### config.mk
export PLATFORM = sky130hd
export DESIGN_NAME = bar_arbiter_flat
export DESIGN_NICKNAME = d
export VERILOG_FILES = /design/src/rtl/bar_arb_pkg.sv /design/src/rtl/bar.sv /design/src/rtl/bar_rr_pick.sv /design/src/rtl/bar_arbiter.sv /design/src/flat_wrapper.sv
export SDC_FILE = /design/constraint.sdc
export NUM_CORES = 1
export LEC_CHECK = 0
export CAP_MARGIN = 20
export CELL_PAD_IN_SITES_DETAIL_PLACEMENT = 1
export CELL_PAD_IN_SITES_GLOBAL_PLACEMENT = 1
export CORE_MARGIN = 4
export CORE_UTILIZATION = 27
export DETAILED_ROUTE_END_ITERATION = 10
export MAX_ROUTING_LAYER = met4
export PLACE_DENSITY_LB_ADDON = 0.2
export SYNTH_ARGS = -nofsm -noshare
export SYNTH_HDL_FRONTEND = slang
export SYNTH_SLANG_ARGS = --single-unit
### constraint.sdc
create_clock -name clk -period 4 [get_ports clk]
set_clock_uncertainty 0.2 [all_clocks]
set_input_delay 0.8 -clock clk [delete_from_list [all_inputs] [get_ports clk]]
set_output_delay 0.8 -clock clk [all_outputs]
set_load 0.03 [all_outputs]
### src/rtl/bar_arb_pkg.sv
// Shared types for the bar round-robin arbiter.
// Source ids, burst counter width and lock state.
package bar_arb_pkg;
    localparam int NUM_SRC = 4;

    typedef logic [1:0] src_id_t;
    typedef logic [7:0] burst_cnt_t;

    typedef enum logic {
        IDLE,
        GRANT
    } arb_state_t;
endpackage

### src/rtl/bar.sv
// Valid/ready stream bundle with a configurable valid type.
// The arbiter sees producers through in and the consumer through out.
interface bar #(
    parameter int  N = 32,
    parameter type T = logic
);
    logic [N-1:0] data;
    T             valid;
    logic         ready;

    modport in  (input data, input valid, output ready);
    modport out (output data, output valid, input ready);
endinterface

### src/rtl/bar_rr_pick.sv
// Rotating-priority picker: first requester at or after ptr.
// The request vector is doubled and shifted so bit 0 is req[ptr].
module bar_rr_pick
    import bar_arb_pkg::*;
(
    input  logic [NUM_SRC-1:0] req,
    input  src_id_t            ptr,
    output src_id_t            gnt_id,
    output logic               any
);
    logic [2*NUM_SRC-1:0] dbl;
    logic [NUM_SRC-1:0]   rot;

    assign dbl = {req, req} >> ptr;
    assign rot = dbl[NUM_SRC-1:0];
    assign any = |rot;

    always_comb begin
        gnt_id = '0;
        priority case (1'b1)
            rot[0]:  gnt_id = ptr;
            rot[1]:  gnt_id = ptr + 2'd1;
            rot[2]:  gnt_id = ptr + 2'd2;
            rot[3]:  gnt_id = ptr + 2'd3;
            default: gnt_id = '0;
        endcase
    end
endmodule

### src/rtl/bar_arbiter.sv
// Four-way round-robin bar arbiter with burst lock
// and a one-entry registered output stage.
module bar_arbiter
    import bar_arb_pkg::*;
#(
    parameter int  N     = 32,
    parameter type T     = logic,
    parameter int  BURST = 1
) (
    input  logic    clk,
    input  logic    rst,
    bar.in          s0,
    bar.in          s1,
    bar.in          s2,
    bar.in          s3,
    bar.out         m,
    output src_id_t grant_id,
    output logic    busy
);
    arb_state_t state, state_nxt;
    src_id_t    ptr, ptr_nxt;
    src_id_t    gnt_q, gnt_nxt;
    src_id_t    pick, grant;
    burst_cnt_t cnt, cnt_nxt, cnt_inc;

    logic [NUM_SRC-1:0] req;
    logic               any, has_grant, space, rdy_en, accept;
    logic               sel_req;
    logic [N-1:0]       sel_data;
    T                   sel_valid;

    logic               out_full;
    logic [N-1:0]       out_data;
    T                   out_valid;

    assign req[0] = s0.valid != '0;
    assign req[1] = s1.valid != '0;
    assign req[2] = s2.valid != '0;
    assign req[3] = s3.valid != '0;

    bar_rr_pick u_pick (
        .req    (req),
        .ptr    (ptr),
        .gnt_id (pick),
        .any    (any)
    );

    assign grant     = (state == GRANT) ? gnt_q : pick;
    assign has_grant = (state == GRANT) || any;

    always_comb begin
        sel_data  = s0.data;
        sel_valid = s0.valid;
        unique case (grant)
            2'd0: begin
                sel_data  = s0.data;
                sel_valid = s0.valid;
            end
            2'd1: begin
                sel_data  = s1.data;
                sel_valid = s1.valid;
            end
            2'd2: begin
                sel_data  = s2.data;
                sel_valid = s2.valid;
            end
            2'd3: begin
                sel_data  = s3.data;
                sel_valid = s3.valid;
            end
        endcase
    end

    assign sel_req = sel_valid != '0;
    assign space   = !out_full || m.ready;
    assign rdy_en  = !rst && has_grant && space;
    assign accept  = rdy_en && sel_req;

    assign s0.ready = rdy_en && (grant == 2'd0);
    assign s1.ready = rdy_en && (grant == 2'd1);
    assign s2.ready = rdy_en && (grant == 2'd2);
    assign s3.ready = rdy_en && (grant == 2'd3);

    assign cnt_inc = cnt + 8'd1;

    // Quota exhausted or the locked source went idle: rotate past it.
    always_comb begin
        state_nxt = state;
        cnt_nxt   = cnt;
        ptr_nxt   = ptr;
        gnt_nxt   = gnt_q;
        if (accept) begin
            if (cnt_inc == burst_cnt_t'(BURST)) begin
                state_nxt = IDLE;
                cnt_nxt   = '0;
                ptr_nxt   = grant + 2'd1;
            end else begin
                state_nxt = GRANT;
                cnt_nxt   = cnt_inc;
                gnt_nxt   = grant;
            end
        end else if (state == GRANT && !sel_req) begin
            state_nxt = IDLE;
            cnt_nxt   = '0;
            ptr_nxt   = grant + 2'd1;
        end
    end

    always_ff @(posedge clk) begin
        if (rst) begin
            state     <= IDLE;
            cnt       <= '0;
            ptr       <= '0;
            gnt_q     <= '0;
            out_full  <= 1'b0;
            out_data  <= '0;
            out_valid <= '0;
        end else begin
            state <= state_nxt;
            cnt   <= cnt_nxt;
            ptr   <= ptr_nxt;
            gnt_q <= gnt_nxt;
            if (accept) begin
                out_full  <= 1'b1;
                out_data  <= sel_data;
                out_valid <= sel_valid;
            end else if (out_full && m.ready) begin
                out_full <= 1'b0;
            end
        end
    end

    assign m.data   = out_data;
    assign m.valid  = out_full ? out_valid : '0;
    assign busy     = out_full;
    assign grant_id = (!rst && has_grant) ? grant : '0;
endmodule

### src/flat_wrapper.sv
// flat-port wrapper written by rule: the top's interface ports become plain ports
module bar_arbiter_flat import bar_arb_pkg::*;
#(
    parameter int  N     = 32,
    parameter type T     = logic,
    parameter int  BURST = 1
)
  (clk, rst, grant_id, busy, s0_data, s0_valid, s0_ready, s1_data, s1_valid, s1_ready, s2_data, s2_valid, s2_ready, s3_data, s3_valid, s3_ready, m_data, m_valid, m_ready);
  bar #(.N(N), .T(T)) s0_i ();
  bar #(.N(N), .T(T)) s1_i ();
  bar #(.N(N), .T(T)) s2_i ();
  bar #(.N(N), .T(T)) s3_i ();
  bar #(.N(N), .T(T)) m_i ();
  input  logic clk;
  input  logic rst;
  output src_id_t grant_id;
  output logic busy;
  input wire logic [$bits(s0_i.data)-1:0] s0_data;
  input wire logic [$bits(s0_i.valid)-1:0] s0_valid;
  output wire logic [$bits(s0_i.ready)-1:0] s0_ready;
  input wire logic [$bits(s1_i.data)-1:0] s1_data;
  input wire logic [$bits(s1_i.valid)-1:0] s1_valid;
  output wire logic [$bits(s1_i.ready)-1:0] s1_ready;
  input wire logic [$bits(s2_i.data)-1:0] s2_data;
  input wire logic [$bits(s2_i.valid)-1:0] s2_valid;
  output wire logic [$bits(s2_i.ready)-1:0] s2_ready;
  input wire logic [$bits(s3_i.data)-1:0] s3_data;
  input wire logic [$bits(s3_i.valid)-1:0] s3_valid;
  output wire logic [$bits(s3_i.ready)-1:0] s3_ready;
  output wire logic [$bits(m_i.data)-1:0] m_data;
  output wire logic [$bits(m_i.valid)-1:0] m_valid;
  input wire logic [$bits(m_i.ready)-1:0] m_ready;
  assign s0_i.data = s0_data;
  assign s0_i.valid = s0_valid;
  assign s0_ready = s0_i.ready;
  assign s1_i.data = s1_data;
  assign s1_i.valid = s1_valid;
  assign s1_ready = s1_i.ready;
  assign s2_i.data = s2_data;
  assign s2_i.valid = s2_valid;
  assign s2_ready = s2_i.ready;
  assign s3_i.data = s3_data;
  assign s3_i.valid = s3_valid;
  assign s3_ready = s3_i.ready;
  assign m_data = m_i.data;
  assign m_valid = m_i.valid;
  assign m_i.ready = m_ready;
  bar_arbiter #(.N(N), .T(T), .BURST(BURST)) u_core (.clk(clk), .rst(rst), .s0(s0_i), .s1(s1_i), .s2(s2_i), .s3(s3_i), .m(m_i), .grant_id(grant_id), .busy(busy));
endmodule
==> summary.md, run 1 <==
| Metric | Value |
|---|---|
| Routed Antenna Nets | `0` |
| Vias in the first global route | `4100` |
| CP peak stage delay | `530 ps` |
| Mapped Avg Cell Area | `8.56 um2` |
| Tcrit/Tclk final | `0.957` |
| Std-Cell Rows | `39` |
| CP Max Fanout | `33` |
| WL/cell | `21.3 um` |
| Register area share after synthesis | `0.295` |
| Minimum clock period | `3830 ps` |
| Die height | `117 um` |
| Non-Filler Instances | `670` |
| Syn_nets | `512` |
| Worst-case reg-to-reg path depth | `10` |
| Final Max Tran Viols | `0` |
| H-tree levels | `2` |
| Worst R2R Start | `u_core.state` |
| Final net count | `666` |
| Crit path required time | `3000 ps` |
| Post-CTS Setup Inserts | `0` |
| PnR worst setup slack | `173 ps` |
| HP Class | `flop to flop` |
| Drt pass-1 iters | `4` |
| Initial antenna violation count | `0` |
| Critical path buffers and inverters | `4` |
| Fmax achieved | `0.261 GHz` |
| CP top delay family | `buffers and inverters` |
| DP Area | `5040 um2` |
| Die W | `117 um` |
| Status | `completed` |
| Placer congestion estimate | `0.849` |
| Lkg Pwr | `1.80 nW` |
| Clock root buffer | `clkbuf_16` |
| Initial Util | `0.278` |
| Seq cells post-synth | `47` |
| Clock buffer count from CTS | `5` |
| Endpoints failing setup | `0` |
| Pwr Density | `578 nW/um2` |
| Crit path launch type | `primary input` |
| Vias | `3820` |
| Critical R2R Capture | `u_core.m.data[6]` |
| Cell count after synthesis | `372` |
| Total negative slack | `0 ps` |
| CP endpoint kind | `output port` |
| CP endpoint | `s2_ready` |
| Worst-path clk slew | `70 ps` |
| Max-cap violations | `0` |
| CORE AREA | `11500 um2` |
| Die ar. | `13600 um2` |
| Kind of critical path | `primary input to output port` |
| Mapped Area | `3190 um2` |
| Synth cell types | `51` |
| Total Power | `0.00301 W` |
| Grt total ovfl | `0` |
| DRC | `0` |
| VDD IR max | `0.000298 V` |
| DR iter-0 viols | `251` |
| Main synth FF type | `dfxtp_1` |
| Final wirelength | `14.3 mm` |
| First-pass GRT wire length | `22.3 mm` |
| Largest net degree at the start of global routing | `48` |
| Top-level I/O count | `175` |
| Dpl cells | `662` |
| CP max stage cell | `clkdlybuf4s50_1` |
| Diodes inserted | `0` |
| Area delta synth->final | `63.3%` |
| Vias per inst | `5.70` |
| Crit path DAT | `2830 ps` |
| Post-route design area | `5200 um2` |
| FFs w/ async S/R, synth | `0` |
| Layout cells sized above 1 | `0.156` |
| Worst Hold Depth | `2` |
| Hold Fails Final Rpt | `0` |
| Max-slew headroom | `0.633` |
| Post-synth EDFFs | `0` |
| Post-Place Worst Slack | `-253 ps` |
| Tot GR Track Use | `0.214` |
| Port Buf Inserts | `174` |
| CTS Sinks | `47` |
| Worst-Margin Slew | `551 ps` |
| Critical path depth | `9` |
| Yosys warnings | `0` |
| Clk buf depth | `2` |
| DPL Wire Length | `10.4 mm` |
| Worst Setup SP | `s3_valid` |
| Worst-Skew Late Latency | `290 ps` |
| Reg2Reg Setup Slack | `930 ps` |
| CTS tree | `done` |
| Cells along the critical path | `clkdlybuf4s50_1 > nor2b_1 > o221ai_1 > nand3_2 > inv_1 > ha_1 > buf_6 > and2_1 > buf_4` |
## sequential cells by signal, summed over array words and instances (netlist names)
signal and cells:
u_core.cnt 8, u_core.state 1, u_core.busy 1, u_core.ptr 2, u_core.out_valid 1, u_core.m.data 32
u_core.gnt_q 2
## synthesized netlist by cell type, drive strengths merged, types with 2 or more instances
| cell type | instances | area (um2) |
|---|---|---|
| nand4 | 4 | 25.0 |
| a22oi | 3 | 22.5 |
| xnor2 | 3 | 26.3 |
| nand2 | 11 | 41.3 |
| a311oi | 2 | 41.3 |
| a211oi | 2 | 15.0 |
| a21oi | 41 | 209 |
| nor2b | 6 | 37.5 |
| nand3 | 6 | 35.0 |
| buf | 18 | 125 |
| inv | 10 | 40.0 |
| dfxtp | 47 | 941 |
| a21o | 3 | 22.5 |
| and2 | 3 | 18.8 |
| nor2 | 12 | 47.6 |
| o2111ai | 32 | 280 |
| ha | 5 | 62.6 |
| a31o | 35 | 307 |
| a221o | 32 | 320 |
| clkbuf | 30 | 113 |
| o21ai | 36 | 180 |
| a31oi | 5 | 61.3 |
| o221ai | 2 | 17.5 |
| nor3 | 7 | 40.0 |
| a221oi | 2 | 17.5 |
## per-stage QoR
stage / utilization / hold slack, ps
floorplan: - / 229
global placement: 0.439 / 262
detailed placement: 0.439 / 269
CTS: 0.453 / 280
global route: 0.454 / 308
finish: 0.454 / 280
## area by class of cell
cell class                      count  area [um2]
Sequential cell                    47         941
Inverter                           10        40.0
Tap cell                          143         179
Fill cell                        1346        6260
Clock buffer                        6         139
Multi-Input combinational cell    267        1990
Timing Repair Buffer              195        1900
Clock inverter                      2        13.8
## placed cells by master, fill, tap and decap left out, types with 2 or more instances in the layout
cell type        synthesis  routed
clkdlybuf4s50_1          0     168
dfxtp_1                 47      47
nor2_1                  11      11
ha_1                     5       5
buf_4                    0      23
o21ai_0                 24      24
nor2b_1                  6       6
a221o_1                 32      32
a21oi_2                  1       2
and2_1                   3       3
nor3_1                   6       6
buf_6                    6       2
xnor2_1                  3       3
a31o_2                  33      34
a22oi_1                  3       3
a21oi_1                 40      39
a21o_1                   3       3
o221ai_1                 2       2
a31oi_4                  2       2
a31oi_1                  3       3
a211oi_1                 2       2
clkbuf_16                0       5
nand3_1                  5       5
o2111ai_1               32      32
inv_1                    9       9
nand2_1                 11      11
o21ai_1                 12      12
nand4_1                  4       4
## worst min-delay path: stages (launching register included)
cell and delay [ps]:
dfxtp_1 310, o21ai_0 60, a21oi_1 60
## kinds of logic after synthesis
| group | Yosys count | share of synthesized area |
|---|---|---|
| and+or+nand+nor | 54 | 0.0884 |
| muxes | 2 | 0.00785 |
| adders and majority gates | 5 | 0.0196 |
| buffers and inverters | 58 | 0.0872 |
| DFF | 47 | 0.295 |
| xor gates and xnor gates | 3 | 0.00825 |
| AOI/OAI and AO/OA | 203 | 0.493 |
## where the power goes
part           total (W)  switching (W)  internal [W]  leakage (nW)
sequential      0.000620      0.0000579      0.000562         0.382
clock           0.000447       0.000196      0.000251        0.0772
combinational    0.00194        0.00110      0.000844          1.34
## how the worst min path moves through the flow
stage	start	to	slack (ps)
after floorplan	u_core.out_valid	u_core.out_valid	230
after global placement	u_core.m.data[23]	u_core.m.data[23]	260
after detailed placement	u_core.m.data[11]	u_core.m.data[11]	270
after CTS	u_core.m.data[11]	u_core.m.data[11]	280
after global routing	u_core.m.data[0]	u_core.m.data[0]	310
final	u_core.m.data[2]	u_core.m.data[2]	280
## metal layers
layer  vias to the layer above  wire length, um  part of all wire  track usage
li1                       1804                -                 -            -
met1                      1854             5790              0.41        0.273
met2                       147             7270              0.51        0.352
met3                        15              979             0.069       0.0435
met4                         0              229             0.016       0.0451
met5                         -                0                 0            -
## what timing repair did
action | CTS | global route
endpoints found under the setup margin | 0 | 35
gates resized for setup | 0 | 3
hold buffers | 0 | 0
Note: power is estimated with default switching activity, not from simulation.
==> run 2, diff against run 1 <==
--- a/config.mk
+++ b/config.mk
@@ -11,6 +11,7 @@
 export CORE_MARGIN = 4
 export CORE_UTILIZATION = 27
 export DETAILED_ROUTE_END_ITERATION = 10
+export GPL_ROUTABILITY_DRIVEN = 0
 export MAX_ROUTING_LAYER = met4
 export PLACE_DENSITY_LB_ADDON = 0.2
 export SYNTH_ARGS = -nofsm -noshare
==> results of run 2 <==
The final DEF is identical to that of run 1; final timing and power are the same.
==> edit 1 (settings of run 1) <==
Reset style: asynchronous (`rst`), changed in one clocked block.
--- a/src/rtl/bar_arbiter.sv
+++ b/src/rtl/bar_arbiter.sv
@@ -106,7 +106,7 @@
         end
     end
 
-    always_ff @(posedge clk) begin
+    always_ff @(posedge clk or posedge rst) begin
         if (rst) begin
             state     <= IDLE;
             cnt       <= '0;
Formal check against the unedited RTL: differs if rst is asserted again (counterexample within 4 cycles, from zero or initial values and one cycle with rst high); with rst held inactive, the same outputs for 10 cycles.
==> edit 1 against run 1 <==
- maximum frequency rose by 0.13%
- first-iteration DRC count fell by 59%
- area after synthesis fell by 1.9%
- via count fell by 11%
- critical endpoint is now s1_ready
- worst setup slack improved by 0.0049 ns
- register-to-register slack improved by 0.02 ns
- non-clock buffer count fell by 4
- cell area rose by 1.3%
- total power rose by 36%
- wire length fell by 13%
- core utilization rose by 0.96 points
- largest power group unchanged
- count of clock-buffer cells in the layout did not move
- sequential cell count did not move
==> edit 1: results (changes against run 1) <==
gp weighted congestion - 0.833 (-1.8%)
filler cell count - 1318 (-2.1%)
worst-margin pin slew - 0.630 ns (+0.0797 ns)
VDD IR max - 376 uV (+26%)
Syn Nets - 483 (-5.7%)
status - complete, no violations
leakage power - 2.08 nW (+15%)
mux cell area share after synthesis - 3.60% (+2.8 points)
Iter 0 DRT Violations - 102 (-59%)
first drt pass iteration count - 4 (unchanged)
CTS buffer count - 5 (unchanged)
area share of fa/ha/maj cells after synthesis - 2.00% (+0.038 points)
global-route usage over all layers - 19.4% (-2.0 points)
CP arrival - 2.82 ns (about the same)
dpl ws - -0.103 ns (+0.151 ns)
vias in the first global route - 3774 (-8.0%)
fin cells - 652 (-2.7%)
Max-Cap Viols - 0 (unchanged)
Psw - 1.86 mW (+38%)
Top FF cell, synth - dfrtp_1
initial antenna violation count - 0 (unchanged)
share of cells above drive strength 1 - 8.64% (-6.9 points)
complex-gate fraction of the synthesized area - 36.2% (-13 points)
endpoints failing setup - 0 (unchanged)
Root Buffer Master - clkbuf_16
fin util - 46.3% (+0.96 points)
worst-skew pair later-pin latency - 0.28 ns
Post-Synth XOR/XNOR Area - 0.560% (-0.26 points)
Post-synth ARST share - 100% (+100 points)
placed cell area - 5080 sq um (+0.75%)
HPWL after DPL - 9410 microns (-9.6%)
pin count of the biggest net entering global routing - 65 (+35%)
CTS clk-pin slew, worst paths - 0.06 ns
top cells by area, synth - dfrtp_1 (38%), a221o_1 (11%), o31ai_1 (7.9%)
first-pass GRT wire length - 19500 microns (-12%)
register area share after synthesis - 37.6% (+8.1 points)
Yosys cell types - 40 (-22%)
synthesized netlist cell count - 343 (-7.8%)
maximum buffer depth of the clock tree - 2 (unchanged)
WL/cell - 19.1 microns (-10%)
IO Port Bufs - 174 (unchanged)
max FFs per register - 32 (unchanged)
Synth top cells by count - dfrtp_1 (47), o21ai_0 (37), a21oi_1 (36), a221o_1 (34)
Vias - 3396 (-11%)
## edit 1: cell count changes in the layout (fill, tap and decap cells not counted), moves of 27 or more
cell,change
o31ai_1,+32
nor2b_1,+27
dfxtp_1,-47
a31o_2,-34
dfrtp_1,+47
o2111ai_1,-32
## edit 1: area by class of cell
class	count	area share, %
Inverter	9	0.713
Clock inverter	1	0.570
Sequential cell	47	22.3
Tap cell	143	3.40
Multi-Input combinational cell	255	33.9
Timing Repair Buffer	191	36.7
Clock buffer	6	2.45
## edit 1: cell families after synthesis
| group | Yosys count |
|---|---|
| AO/OA/AOI/OAI | 161 |
| XOR/XNOR | 2 |
| adder cells (fa/ha/maj) | 5 |
| buffers and inverters | 41 |
| flip-flops | 47 |
| multiplexers | 8 |
| AND/OR/NAND/NOR | 79 |
## edit 1: final timing paths
check	cells after the start	slack [ns]	startpoint	end
worst min register to register	1	0.27	u_core.out_valid	u_core.out_valid
worst max-delay path	10	0.18	s0_valid	s1_ready
worst max register to register	12	0.95	u_core.ptr[1]	u_core.m.data[10]
max in group asynchronous	3	2.28	rst	u_core.cnt[7]
min in group asynchronous	3	0.89	rst	u_core.ptr[1]
worst min-delay path	1	0.27	u_core.out_valid	u_core.out_valid
## edit 1: power groups by stage
| stage | Clock [mW] | Combinational [mW] | Sequential [mW] |
|---|---|---|---|
| 4_1_cts | 0.483 | 2.82 | 0.827 |
| 3_3_place_gp | 0 | 2.75 | 0.822 |
| 3_5_place_dp | 0 | 2.80 | 0.833 |
| 2_1_floorplan | 0 | 1.46 | 1.09 |
| 6_report | 0.467 | 2.79 | 0.825 |
| 5_1_grt | 0.500 | 3.06 | 0.857 |
## edit 1: routing by layer
metal | vias up | wire length, microns | part of all wire (%) | track usage, %
li1 | 1638 | - | - | -
met1 | 1629 | 4960 | 40 | 21.9
met5 | - | 0 | 0 | -
met2 | 121 | 6360 | 51 | 33.4
met3 | 8 | 1040 | 8.4 | 6.68
met4 | 0 | 107 | 0.86 | 3.76
## edit 1: repair_timing
action,CTS,global route
resized for setup,2,8
pin swaps,0,0
setup buffers,0,0
endpoints found under the setup margin,2,4
## edit 1: worst max-delay path, stage by stage
cell	delay [ns]
clkdlybuf4s50_1	0.54
a21oi_1	0.09
o21ai_0	0.16
o2bb2ai_1	0.20
o21ai_2	0.11
inv_1	0.12
ha_1	0.21
buf_8	0.24
and2_1	0.17
buf_4	0.16
==> edit 2 (config.mk and constraints of run 1) <==
Made on the original files. `N` is set to 32 in 3 places; all go to 16.
--- a/src/rtl/bar.sv
+++ b/src/rtl/bar.sv
@@ -1,7 +1,7 @@
 // Valid/ready stream bundle with a configurable valid type.
 // The arbiter sees producers through in and the consumer through out.
 interface bar #(
-    parameter int  N = 32,
+    parameter int  N = 16,
     parameter type T = logic
 );
     logic [N-1:0] data;
--- a/src/rtl/bar_arbiter.sv
+++ b/src/rtl/bar_arbiter.sv
@@ -3,7 +3,7 @@
 module bar_arbiter
     import bar_arb_pkg::*;
 #(
-    parameter int  N     = 32,
+    parameter int  N     = 16,
     parameter type T     = logic,
     parameter int  BURST = 1
 ) (
--- a/src/flat_wrapper.sv
+++ b/src/flat_wrapper.sv
@@ -1,7 +1,7 @@
 // flat-port wrapper written by rule: the top's interface ports become plain ports
 module bar_arbiter_flat import bar_arb_pkg::*;
 #(
-    parameter int  N     = 32,
+    parameter int  N     = 16,
     parameter type T     = logic,
     parameter int  BURST = 1
 )
Interface: changed (5 resized); port bits go from 175 to 95. No check against the original RTL was run, so the function may have changed too.
==> edit 2 against run 1 <==
- wire length fell by 37%
- largest power group unchanged
- critical endpoint is now s1_ready
- worst setup slack got worse by 0.015 ns
- global-route usage fell by 3.4 points
- cell area fell by 33%
- critical path depth rose by 1
- total power fell by 41%
- area after synthesis fell by 27%
- sequential cell count fell by 16
- synthesized cell count fell by 22%
==> edit 2: results (changes against run 1) <==
IO Port Bufs - 94 (-46%)
RR Endpoint - u_core.ptr[1]
multi-input logic area - 1520 sq um (-24%)
Root Buffer Master - clkbuf_8
NonClk Buf Share - 31.8% (-4.8 points)
Vias/cell - 5.51 (-3.4%)
mux cell area share after synthesis - 3.45% (+2.7 points)
Iter 0 DRT Violations - 89 (-65%)
multi-input logic cell count - 220 (-18%)
Hold Path End - u_core.m.data[1]
FF-to-FF setup slack - 0.95 ns (+0.02 ns)
leakage power - 1.23 nW (-32%)
Clock-cell share - 2.43% (-0.51 points)
status - complete, no violations
complex-gate fraction of the synthesized area - 38.3% (-11 points)
Post-Synth XOR/XNOR Area - 0.756% (-0.069 points)
RR Startpoint - u_core.ptr[0]
vias in the first global route - 2694 (-34%)
worst-margin pin slew - 0.483 ns (-0.0676 ns)
TAP cells - 105 (-27%)
filler cell count - 1004 (-25%)
pin count of the biggest net entering global routing - 32 (-33%)
Worst R2R Path Depth - 12 (+2)
Comb power - 1.12 mW (-42%)
Seq/total area - 17.7% (-0.38 points)
worst setup path endpoint - s1_ready
HPWL after DPL - 6870 microns (-34%)
nets@finish - 458 (-31%)
max FFs per register - 16 (-50%)
area grow syn2layout - 51.2%
gp weighted congestion - 0.789 (-7.0%)
edit 2: changes by cell type after synthesis, moves of 4 or more:
| cell | before | now |
|---|---|---|
| clkbuf_1 | 30 | 13 |
| or3_1 | 1 | 5 |
| o2111ai_1 | 32 | 16 |
| a31o_2 | 33 | 0 |
| a31oi_1 | 3 | 21 |
| mux2i_1 | 1 | 5 |
| a221o_1 | 32 | 18 |
| dfxtp_1 | 47 | 31 |
| a21oi_1 | 40 | 20 |
| nand3_1 | 5 | 24 |
| nand2b_1 | 0 | 6 |
| nor3_1 | 6 | 1 |
edit 2: kinds of logic (layout without fill, tap and decap cells):
| group | after synthesis | count (layout) |
|---|---|---|
| fa+ha+maj | 5 | 5 |
| compound gates | 126 | 126 |
| simple gates | 80 | 80 |
| flops | 31 | 31 |
| xor+xnor | 2 | 2 |
| mux | 7 | 7 |
| buf+inv | 39 | 132 |
edit 2: through the flow:
step | hold WS [ns] | power, mW | std cells | setup slack (ns) | setup TNS (ns)
final | 0.280 | 1.76 | 488 | 0.159 | 0
after global routing | 0.308 | 1.89 | 488 | 0.0417 | 0
after CTS | 0.285 | 1.76 | 488 | 0.0321 | 0
after detailed placement | 0.274 | 1.50 | 480 | -0.112 | -0.205
after global placement | 0.256 | 1.49 | 480 | 0.0469 | 0
after floorplan | 0.229 | 1.10 | 290 | 0.422 | 0
edit 2: per-layer routing:
layer	GRT usage (%)	routed length, microns	vias up	part of all wire, %
li1	-	-	1315	-
met1	24.3	4100	1292	46
met2	28.1	4350	73	48
met3	2.28	386	9	4.3
met4	5.70	167	0	1.9
met5	-	0	-	0
edit 2: what timing repair did:
action / 4_1_cts / 5_1_grt
resized for setup: 3 / 6
endpoints found under the hold margin: 0 / 0
pin swaps: 0 / 1
endpoints found under the setup margin: 2 / 2
